$ cat src/rtl/cnn_result_ctrl.sv
// -----------------------------------------------------------------------------
// cnn_result_ctrl
//
// Result controller for a small CNN classifier. On start_i it asks the image
// loader for a new frame, waits (bounded by TIMEOUT) for the dense layer to
// present all N_CLASS scores, finds the arg-max one score per cycle, publishes
// the winning class and drives an LED display in one of three modes.
//
// Ports
//   clk            : clock, all logic on the rising edge
//   reset          : synchronous, active-high reset
//   start_i        : one-cycle request to classify the next image
//   mode_i         : display mode (00 class, 01 score scan, 10 max score, 11 = 00)
//   dense_valid_i  : dense_data_i carries valid scores this cycle
//   dense_data_i   : N_CLASS packed scores, score k at [k*DATA_BITS +: DATA_BITS]
//   frame_start_o  : one-cycle pulse to the image loader
//   led_o          : registered display value
//   class_o        : winning class index
//   class_valid_o  : one-cycle pulse when class_o updates
//   busy_o         : high while waiting for scores or searching the maximum
//   timeout_o      : sticky, set when the dense layer never answered
//   frame_cnt_o    : number of completed classifications (wraps)
// -----------------------------------------------------------------------------
module cnn_result_ctrl #(
    parameter int N_CLASS    = 7,
    parameter int DATA_BITS  = 8,
    parameter int DWELL      = 10000,
    parameter int TIMEOUT    = 1048576,
    parameter int SIGNED_CMP = 1
) (
    input  logic                         clk,
    input  logic                         reset,
    input  logic                         start_i,
    input  logic [1:0]                   mode_i,
    input  logic                         dense_valid_i,
    input  logic [N_CLASS*DATA_BITS-1:0] dense_data_i,
    output logic                         frame_start_o,
    output logic [DATA_BITS-1:0]         led_o,
    output logic [3:0]                   class_o,
    output logic                         class_valid_o,
    output logic                         busy_o,
    output logic                         timeout_o,
    output logic [15:0]                  frame_cnt_o
);

    localparam int WAIT_W  = $clog2(TIMEOUT + 1);
    localparam int DWELL_W = $clog2(DWELL + 1);
    localparam logic [WAIT_W-1:0]  WAIT_LAST  = WAIT_W'(TIMEOUT - 1);
    localparam logic [DWELL_W-1:0] DWELL_LAST = DWELL_W'(DWELL - 1);
    localparam logic [3:0]         LAST_IDX   = 4'(N_CLASS - 1);

    typedef enum logic [1:0] {
        S_IDLE   = 2'd0,
        S_WAIT   = 2'd1,
        S_ARGMAX = 2'd2,
        S_SHOW   = 2'd3
    } state_t;

    state_t                 state_q, state_d;
    logic [WAIT_W-1:0]      wait_cnt_q, wait_cnt_d;
    logic [DATA_BITS-1:0]   score_q [N_CLASS];
    logic [DATA_BITS-1:0]   score_d [N_CLASS];
    logic [DATA_BITS-1:0]   dense_score [N_CLASS];
    logic [3:0]             idx_q, idx_d;
    logic [DATA_BITS-1:0]   run_max_q, run_max_d;
    logic [3:0]             run_idx_q, run_idx_d;
    logic                   commit_q, commit_d;
    logic [3:0]             class_q, class_d;
    logic [DATA_BITS-1:0]   max_q, max_d;
    logic                   class_valid_q, class_valid_d;
    logic                   frame_start_q, frame_start_d;
    logic                   timeout_q, timeout_d;
    logic [15:0]            frame_cnt_q, frame_cnt_d;
    logic [3:0]             scan_k_q, scan_k_d;
    logic [DWELL_W-1:0]     dwell_q, dwell_d;
    logic [1:0]             mode_q, mode_d;
    logic [DATA_BITS-1:0]   led_q, led_d;

    logic [DATA_BITS-1:0]   cur_score;
    logic [DATA_BITS-1:0]   scan_score;
    logic [3:0]             scan_k_cur;
    logic [DWELL_W-1:0]     dwell_cur;
    logic                   mode_change;

    // Slice the packed dense bus into one score per class.
    for (genvar gi = 0; gi < N_CLASS; gi++) begin : g_unpack
        assign dense_score[gi] = dense_data_i[gi*DATA_BITS +: DATA_BITS];
    end

    function automatic logic greater(input logic [DATA_BITS-1:0] a,
                                     input logic [DATA_BITS-1:0] b);
        if (SIGNED_CMP != 0) begin
            return $signed(a) > $signed(b);
        end
        return a > b;
    endfunction

    always_comb begin
        state_d       = state_q;
        wait_cnt_d    = wait_cnt_q;
        score_d       = score_q;
        idx_d         = idx_q;
        run_max_d     = run_max_q;
        run_idx_d     = run_idx_q;
        commit_d      = 1'b0;
        class_d       = class_q;
        max_d         = max_q;
        class_valid_d = 1'b0;
        frame_start_d = 1'b0;
        timeout_d     = timeout_q;
        frame_cnt_d   = frame_cnt_q;
        scan_k_d      = scan_k_q;
        dwell_d       = dwell_q;
        mode_d        = mode_i;
        led_d         = led_q;

        // Score under examination by the arg-max walk.
        cur_score = score_q[0];
        for (int i = 0; i < N_CLASS; i++) begin
            if (idx_q == 4'(i)) begin
                cur_score = score_q[i];
            end
        end

        // A mode change restarts the scan this very cycle, so the display
        // already shows score 0 on the edge that sees the new mode.
        mode_change = (mode_i != mode_q);
        scan_k_cur  = mode_change ? 4'd0 : scan_k_q;
        dwell_cur   = mode_change ? '0 : dwell_q;

        scan_score = score_q[0];
        for (int i = 0; i < N_CLASS; i++) begin
            if (scan_k_cur == 4'(i)) begin
                scan_score = score_q[i];
            end
        end

        if (state_q == S_SHOW) begin
            scan_k_d = scan_k_cur;
            if (dwell_cur == DWELL_LAST) begin
                dwell_d  = '0;
                scan_k_d = (scan_k_cur == LAST_IDX) ? 4'd0 : scan_k_cur + 4'd1;
            end else begin
                dwell_d = dwell_cur + DWELL_W'(1);
            end
            // Hold the display until the new result has been committed so
            // that freshly captured scores never leak out early.
            if (!commit_q) begin
                case (mode_i)
                    2'b01:   led_d = scan_score;
                    2'b10:   led_d = max_q;
                    default: led_d = DATA_BITS'(class_q);
                endcase
            end
        end else begin
            scan_k_d = scan_k_cur;
            dwell_d  = dwell_cur;
        end

        case (state_q)
            S_IDLE, S_SHOW: begin
                if (start_i) begin
                    frame_start_d = 1'b1;
                    timeout_d     = 1'b0;
                    wait_cnt_d    = '0;
                    state_d       = S_WAIT;
                end
            end
            S_WAIT: begin
                // Capture has priority over the timeout on the same cycle.
                if (dense_valid_i) begin
                    score_d = dense_score;
                    idx_d   = 4'd0;
                    state_d = S_ARGMAX;
                end else if (wait_cnt_q == WAIT_LAST) begin
                    timeout_d = 1'b1;
                    state_d   = S_IDLE;
                end else begin
                    wait_cnt_d = wait_cnt_q + WAIT_W'(1);
                end
            end
            S_ARGMAX: begin
                // Index 0 seeds the running maximum; strict greater-than
                // keeps the lowest index on ties.
                if (idx_q == 4'd0 || greater(cur_score, run_max_q)) begin
                    run_max_d = cur_score;
                    run_idx_d = idx_q;
                end
                if (idx_q == LAST_IDX) begin
                    state_d  = S_SHOW;
                    commit_d = 1'b1;
                    scan_k_d = 4'd0;
                    dwell_d  = '0;
                end else begin
                    idx_d = idx_q + 4'd1;
                end
            end
            default: state_d = S_IDLE;
        endcase

        // Publish the result one edge after the walk has finished.
        if (commit_q) begin
            class_d       = run_idx_q;
            max_d         = run_max_q;
            class_valid_d = 1'b1;
            frame_cnt_d   = frame_cnt_q + 16'd1;
        end
    end

    always_ff @(posedge clk) begin
        if (reset) begin
            state_q       <= S_IDLE;
            wait_cnt_q    <= '0;
            for (int i = 0; i < N_CLASS; i++) begin
                score_q[i] <= '0;
            end
            idx_q         <= '0;
            run_max_q     <= '0;
            run_idx_q     <= '0;
            commit_q      <= 1'b0;
            class_q       <= '0;
            max_q         <= '0;
            class_valid_q <= 1'b0;
            frame_start_q <= 1'b0;
            timeout_q     <= 1'b0;
            frame_cnt_q   <= '0;
            scan_k_q      <= '0;
            dwell_q       <= '0;
            mode_q        <= '0;
            led_q         <= '0;
        end else begin
            state_q       <= state_d;
            wait_cnt_q    <= wait_cnt_d;
            score_q       <= score_d;
            idx_q         <= idx_d;
            run_max_q     <= run_max_d;
            run_idx_q     <= run_idx_d;
            commit_q      <= commit_d;
            class_q       <= class_d;
            max_q         <= max_d;
            class_valid_q <= class_valid_d;
            frame_start_q <= frame_start_d;
            timeout_q     <= timeout_d;
            frame_cnt_q   <= frame_cnt_d;
            scan_k_q      <= scan_k_d;
            dwell_q       <= dwell_d;
            mode_q        <= mode_d;
            led_q         <= led_d;
        end
    end

    assign frame_start_o = frame_start_q;
    assign led_o         = led_q;
    assign class_o       = class_q;
    assign class_valid_o = class_valid_q;
    assign busy_o        = (state_q == S_WAIT) || (state_q == S_ARGMAX);
    assign timeout_o     = timeout_q;
    assign frame_cnt_o   = frame_cnt_q;

endmodule

$ cat config.mk
export PLATFORM = sky130hd
export DESIGN_NAME = cnn_result_ctrl
export DESIGN_NICKNAME = d
export VERILOG_FILES = /design/src/rtl/cnn_result_ctrl.sv
export SDC_FILE = /design/constraint.sdc
export NUM_CORES = 1
export LEC_CHECK = 0
export CELL_PAD_IN_SITES_DETAIL_PLACEMENT = 0
export CELL_PAD_IN_SITES_GLOBAL_PLACEMENT = 1
export CORE_ASPECT_RATIO = 0.8
export CORE_MARGIN = 2
export CORE_UTILIZATION = 35
export CTS_CLUSTER_DIAMETER = 80
export CTS_CLUSTER_SIZE = 25
export DETAILED_ROUTE_END_ITERATION = 12
export DONT_BUFFER_PORTS = 1
export GPL_ROUTABILITY_DRIVEN = 1
export GPL_TIMING_DRIVEN = 0
export PLACE_DENSITY_LB_ADDON = 0.1
export SLEW_MARGIN = 10
export SYNTH_ARGS = -nofsm -noshare
export SYNTH_HDL_FRONTEND = slang
export SYNTH_SLANG_ARGS = --single-unit
$ cat constraint.sdc
create_clock -name clk -period 7.66 [get_ports clk]
set_clock_uncertainty 0.1 [all_clocks]
set_input_delay 1.915 -clock clk [delete_from_list [all_inputs] [get_ports clk]]
set_output_delay 1.915 -clock clk [all_outputs]
set_load 0.02 [all_outputs]
Word level (Yosys, flattened, before mapping)

Cells that the tools add are included.

$add $sub $neg: 5
Order comparisons: 2
Eq/ne operators: 28
Mux-type cells: 46
Bitwise gates (word level): 3
Reductions and logical operators: 16

Operators with widths:

| operator              | number |
|---|---|
| $mux 8                | 12 |
| $mux 14               | 5 |
| $mux 21               | 3 |
| $pmux 21 s2           | 1 |
| $mux 4                | 8 |
| $eq 4x3->1 const B    | 6 |
| $add 21x1->21 const B | 1 |
| $eq 21x20->1 const B  | 1 |
| $add 16x1->16 const B | 1 |
| $eq 4x2->1 const B    | 4 |
| $gt 8x8->1            | 2 |
| $pmux 8 s2            | 1 |
| $add 14x1->14 const B | 1 |
| $eq 14x14->1 const B  | 1 |
| $ne 2x2->1 const B    | 7 |
| $mux 1                | 9 |
| $add 4x1->4 const B   | 2 |
| $eq 4x1->1 const B    | 2 |
| $mux 2                | 4 |
| $pmux 4 s2            | 1 |
| $reduce_and 4->1      | 2 |
| $eq 2x2->1 const B    | 3 |
| $pmux 2 s3            | 1 |
| $reduce_and 2->1      | 3 |
| other kinds (11)      | 19 |

Flip-flop bits (word level): 155
Bits of input ports: 62
Word-level logic and storage cells: 123

Logic depth before layout (Yosys ltp)

Depth in word-level cells: 12
Mapped depth: 16

Least setup slack after synthesis

OpenSTA, ideal clock, no wires.

Kind: input port to flip-flop
From: input port mode_i[1]
To: register scan_k_q[2]
Setup time: 70 ps
Arrival time: 3808 ps
Setup slack: 3681 ps
Cell stages on the path: 8
Path buffers: 0
Path through: xnor2_1 > and3_1 > ha_1 > or4b_4 > nor4_4 > nand4_4 > or3_1 > a21oi_1

Word-level cells in the longest chain between the ends: 8
Elaborated cells between the ends (all ways): 11
Those cells by class: add/sub: 1; eq/ne: 3; mux: 7

RTL lines:

| what                                      | line | text |
|---|---|---|
| from (decl)                               | 34   | `input logic [1:0] mode_i,` |
| $ne 2x2->1 *                              | 127  | `mode_change = (mode_i != mode_q);` |
| $mux 4                                    | 128  | `scan_k_cur = mode_change ? 4'd0 : scan_k_q;` |
| $add 4x1->4 or $eq 4x3->1 (tied branches) | 142  | `scan_k_d = (scan_k_cur == LAST_IDX) ? 4'd0 : scan_k_cur + 4'd1;` |
| $mux 4                                    | 142  |  |
| $mux 4                                    | 140  | `if (dwell_cur == DWELL_LAST) begin` |
| $mux 4 *                                  | 138  | `if (state_q == S_SHOW) begin` |
| $mux 4                                    | 189  | `if (idx_q == LAST_IDX) begin` |
| $mux 4 *                                  | 160  | `case (state_q)` |
| to (signal assigned)                      | 245  | `scan_k_q <= scan_k_d;` |
| to (decl)                                 | 74   | `logic [3:0] scan_k_q, scan_k_d;` |

Mark *: on every way between the ends. The rest lies on a longest branch, timed or not.
A chain may end at the register's enable or synchronous reset.

Final worst setup path

From: register idx_q[0]
To: register run_idx_q[3]

Word-level cells in the longest chain between the ends: 12
Elaborated cells between the ends (all ways): 19
Those cells by class: order compare: 2; eq/ne: 6; mux: 8; reduce/logical: 3

RTL lines:

| what                                 | line   | text |
|---|---|---|
| from (decl)                          | 64     | `logic [3:0] idx_q, idx_d;` |
| from (signal assigned)               | 235    | `idx_q <= idx_d;` |
| $eq 4x1->1                           | 120    | `if (idx_q == 4'(i)) begin` |
| $mux 8 (5 in a row)                  | 120    |  |
| $mux 8 *                             | 120    |  |
| via cur_score[7]                     | 79     | `logic [DATA_BITS-1:0] cur_score;` |
| $gt 8x8->1, on equally long branches | 95, 93 |  |
| $mux 1 *                             | 95     | `return a > b;` |
| $mux 1 *                             | 160    |  |
| $logic_or 1x1->1 *                   | 185    | `if (idx_q == 4'd0 \|\| greater(cur_score, run_max_q)) begin` |
| $reduce_and 2->1 (no source line) *  | n/a    |  |
| to (signal assigned)                 | 237    | `run_idx_q <= run_idx_d;` |
| to (decl)                            | 66     | `logic [3:0] run_idx_q, run_idx_d;` |

The timed path passes the listed nets; every way through them passes the cells marked *. The select of a mux whose other input is x is not followed.

==> out/metrics.yaml <==
status: "finished clean"
required_ns: 7.91
grt_use_total_pct: 21.5
cts_tree: "yes"
grt_pass1_vias: 6416
fmax_mhz: 226
slowest_stage: "a211oi_1"
ys_types: 71
crit_fanout: 10
synth.area.top_cells: "dfxtp_1 40%, nand2_1 8.4%, a21oi_1 7.4%, nor2_1 4.7%, xor2_1 4.2%"
max_slew_margin_pct: 29.5
synth_edf_count: 0
synth.avg_cell_area_um2: 7.96
setup_slack_ns: 3.23
min_period_ns: 4.43
worst_pin_slew_ns: 1.05
syn_inst: 972
num_rows: 48
dpl_cell_area_um2: 8080
netlist_top_cells_count: "173 x nand2_1, 155 x dfxtp_1, 115 x a21oi_1"
ys_seq_elements: 155
synth_ff_type: "dfxtp_1"
grt_pass1_wl_mm: 37.9
setup.worst_path.class: "reg -> reg"
pre_cts_slack_ns: 3.23
fin_crit_sh_pct: 57.9
cts_sinks: 155
overflow: 0
die_w_um: 170
vias: 6937
synth.most_common_cell: "nand2_1"
numCtsBuffers: 17
wire_per_inst_um: 19.3
design_area_um2: 8680
syn2layout_area_growth_pct: 12.2
clk_latency_ns: 0.43
cp_top_family: "compound AO/OA/AOI/OAI gates"
cts_resized: 0
drt-initial-drc-count: 842
final.setup.tns_ns: 0
worstSetupEndpointType: "flip-flop"
core_um2: 21600
p_leak_nw: 2.95
antenna_found_initial: 0
io_pins: 94
post-synth-top-area-cell: "dfxtp_1"
syn-num-nets: 1055
fin_nets: 1074
nFillCells: 2329
antenna_left: 0
hold_viol_final: 0
syn_area_um2: 7730
clockBufferDepth: 2
critPathArrivalTime_ns: 4.68
seq_area_um2: 3100
postCtsSetupRepairBufs: 0
layout.cells.non_filler: 1279
power_mw: 1.90
start_kind: "flip-flop"
setup_viol: 0
grt_max_degree: 17
clockRootBuffer: "clkbuf_16"
clk_pin_slew_ns: 0.07
portBuffers: 0
worst-path-buf-inv: 3
dpl.cell_count: 1247
post-dp-hpwl_mm: 18.9
synth_top_area_share_pct: 40.1
rsz0062_at_grt: "false"
async_flop_share_pct: 0
die-area_um2: 23300
synth_seq_area_share_pct: 40.1
ctsHtreeMaxLevel: 4
vdd_drop_max_uv: 144
start_util_pct: 35.8
multi_input_comb_area_um2: 4290
drc: 0
die_h_um: 137
antenna_cells: 0
avgViaCountPerCell: 5.42
layout-drive-gt1-share_pct: 6.27
slowest_delay_ns: 0.89
hold_class: "reg -> reg"
cts_hold_buf: 0
cap_violations: 0
yosys_warnings: 0
drv_slew: 0
worstPathCellList: "inv_1 > ha_1 > clkbuf_1 > nor3_1 > a211oi_1 > o31ai_1 > ha_1 > nor2_1 > o21ai_1 > clkbuf_1 > nand3_1 > a21oi_1"
drt_first_pass_iters: 6
powerDensity_nw_per_um2: 219
wl_mm: 24.7
gp_congestion: 0.867
-- cells in the final DEF, fill, tap and decap left out, types with 11 or more instances in the layout --
| cell | Yosys | layout |
|---|---|---|
| a21oi_1 | 115 | 115 |
| a2bb2oi_1 | 11 | 11 |
| and3_1 | 14 | 14 |
| clkbuf_1 | 43 | 43 |
| clkbuf_16 | 0 | 17 |
| dfxtp_1 | 155 | 155 |
| ha_1 | 21 | 21 |
| inv_1 | 26 | 26 |
| mux2i_1 | 13 | 13 |
| nand2_1 | 173 | 173 |
| nand2b_1 | 12 | 12 |
| nand3_1 | 32 | 32 |
| nand4_1 | 21 | 21 |
| nor2_1 | 96 | 96 |
| o21ai_0 | 37 | 37 |
| o22ai_1 | 21 | 21 |
| xnor2_1 | 13 | 13 |
| xor2_1 | 37 | 37 |
-- per-layer routing --
layer,global-route usage [%],part of all wire (%),up-vias
li1,-,-,3463
met5,0,0,-
met1,33.7,53,3260
met2,29.1,39,201
met3,5.35,7.5,13
met4,4.32,0.89,0
-- metrics by stage --
stage,util (%),hold WS (ns)
floorplan,-,0.343
global placement,37.4,0.353
detailed placement,37.4,0.359
CTS,40.1,0.368
global route,40.1,0.387
finish,40.1,0.367
-- area by class of cell --
| class | instances | area share, % |
|---|---|---|
| clock buffers | 20 | 5.38 |
| inverters | 29 | 1.25 |
| multi-input cells | 734 | 49.5 |
| well taps | 275 | 3.96 |
| flip-flops and latches | 155 | 35.8 |
| clock inverters | 12 | 1.57 |
| plain buffers | 54 | 2.62 |
-- cell families (layout without fill, tap and decap cells) --
logic type / Yosys count / after routing / synth area share [%]
xor+xnor: 50 / 50 / 5.66
compound gates: 250 / 250 / 19.9
flops: 155 / 155 / 40.1
simple gates: 399 / 399 / 24.7
mux: 14 / 14 / 1.83
fa+ha+maj: 21 / 21 / 3.40
buf+inv: 83 / 115 / 4.35
-- sequential cells by signal, indices dropped and copies added, names as in the netlist --
register and count:
idx_q 4, mode_q 2, max_q 8, commit_q 1, class_valid_o 1, frame_cnt_o 16
run_idx_q 4, run_max_q 8, timeout_o 1, class_o 4, led_o 8, frame_start_o 1
wait_cnt_q 21, scan_k_q 4, state_q 2, score_q 56, dwell_q 14
-- worst register-to-register path, cell delays in order, from the launching register on --
cell      delay (ns)
dfxtp_1         0.37
inv_1           0.13
ha_1            0.15
clkbuf_1        0.37
nor3_1          0.12
a211oi_1        0.89
o31ai_1         0.40
ha_1            0.40
nor2_1          0.07
o21ai_1         0.62
clkbuf_1        0.45
nand3_1         0.15
a21oi_1         0.14
-- path summary, 6_finish.rpt --
path | startpoint | endpoint | slack [ns] | cells after the start
max | idx_q[0] | run_idx_q[3] | 3.23 | 12
min | run_idx_q[1] | run_idx_q[1] | 0.37 | 2
max reg2reg | idx_q[0] | run_idx_q[3] | 3.23 | 12
min reg2reg | run_idx_q[1] | run_idx_q[1] | 0.37 | 2
-- where the power goes --
group          switching [mW]  leakage (nW)  internal [mW]
Clock                   0.366         0.289          0.509
Combinational           0.115          1.41         0.0559
Sequential             0.0273          1.25          0.831
(Power assumes the default switching activity.)
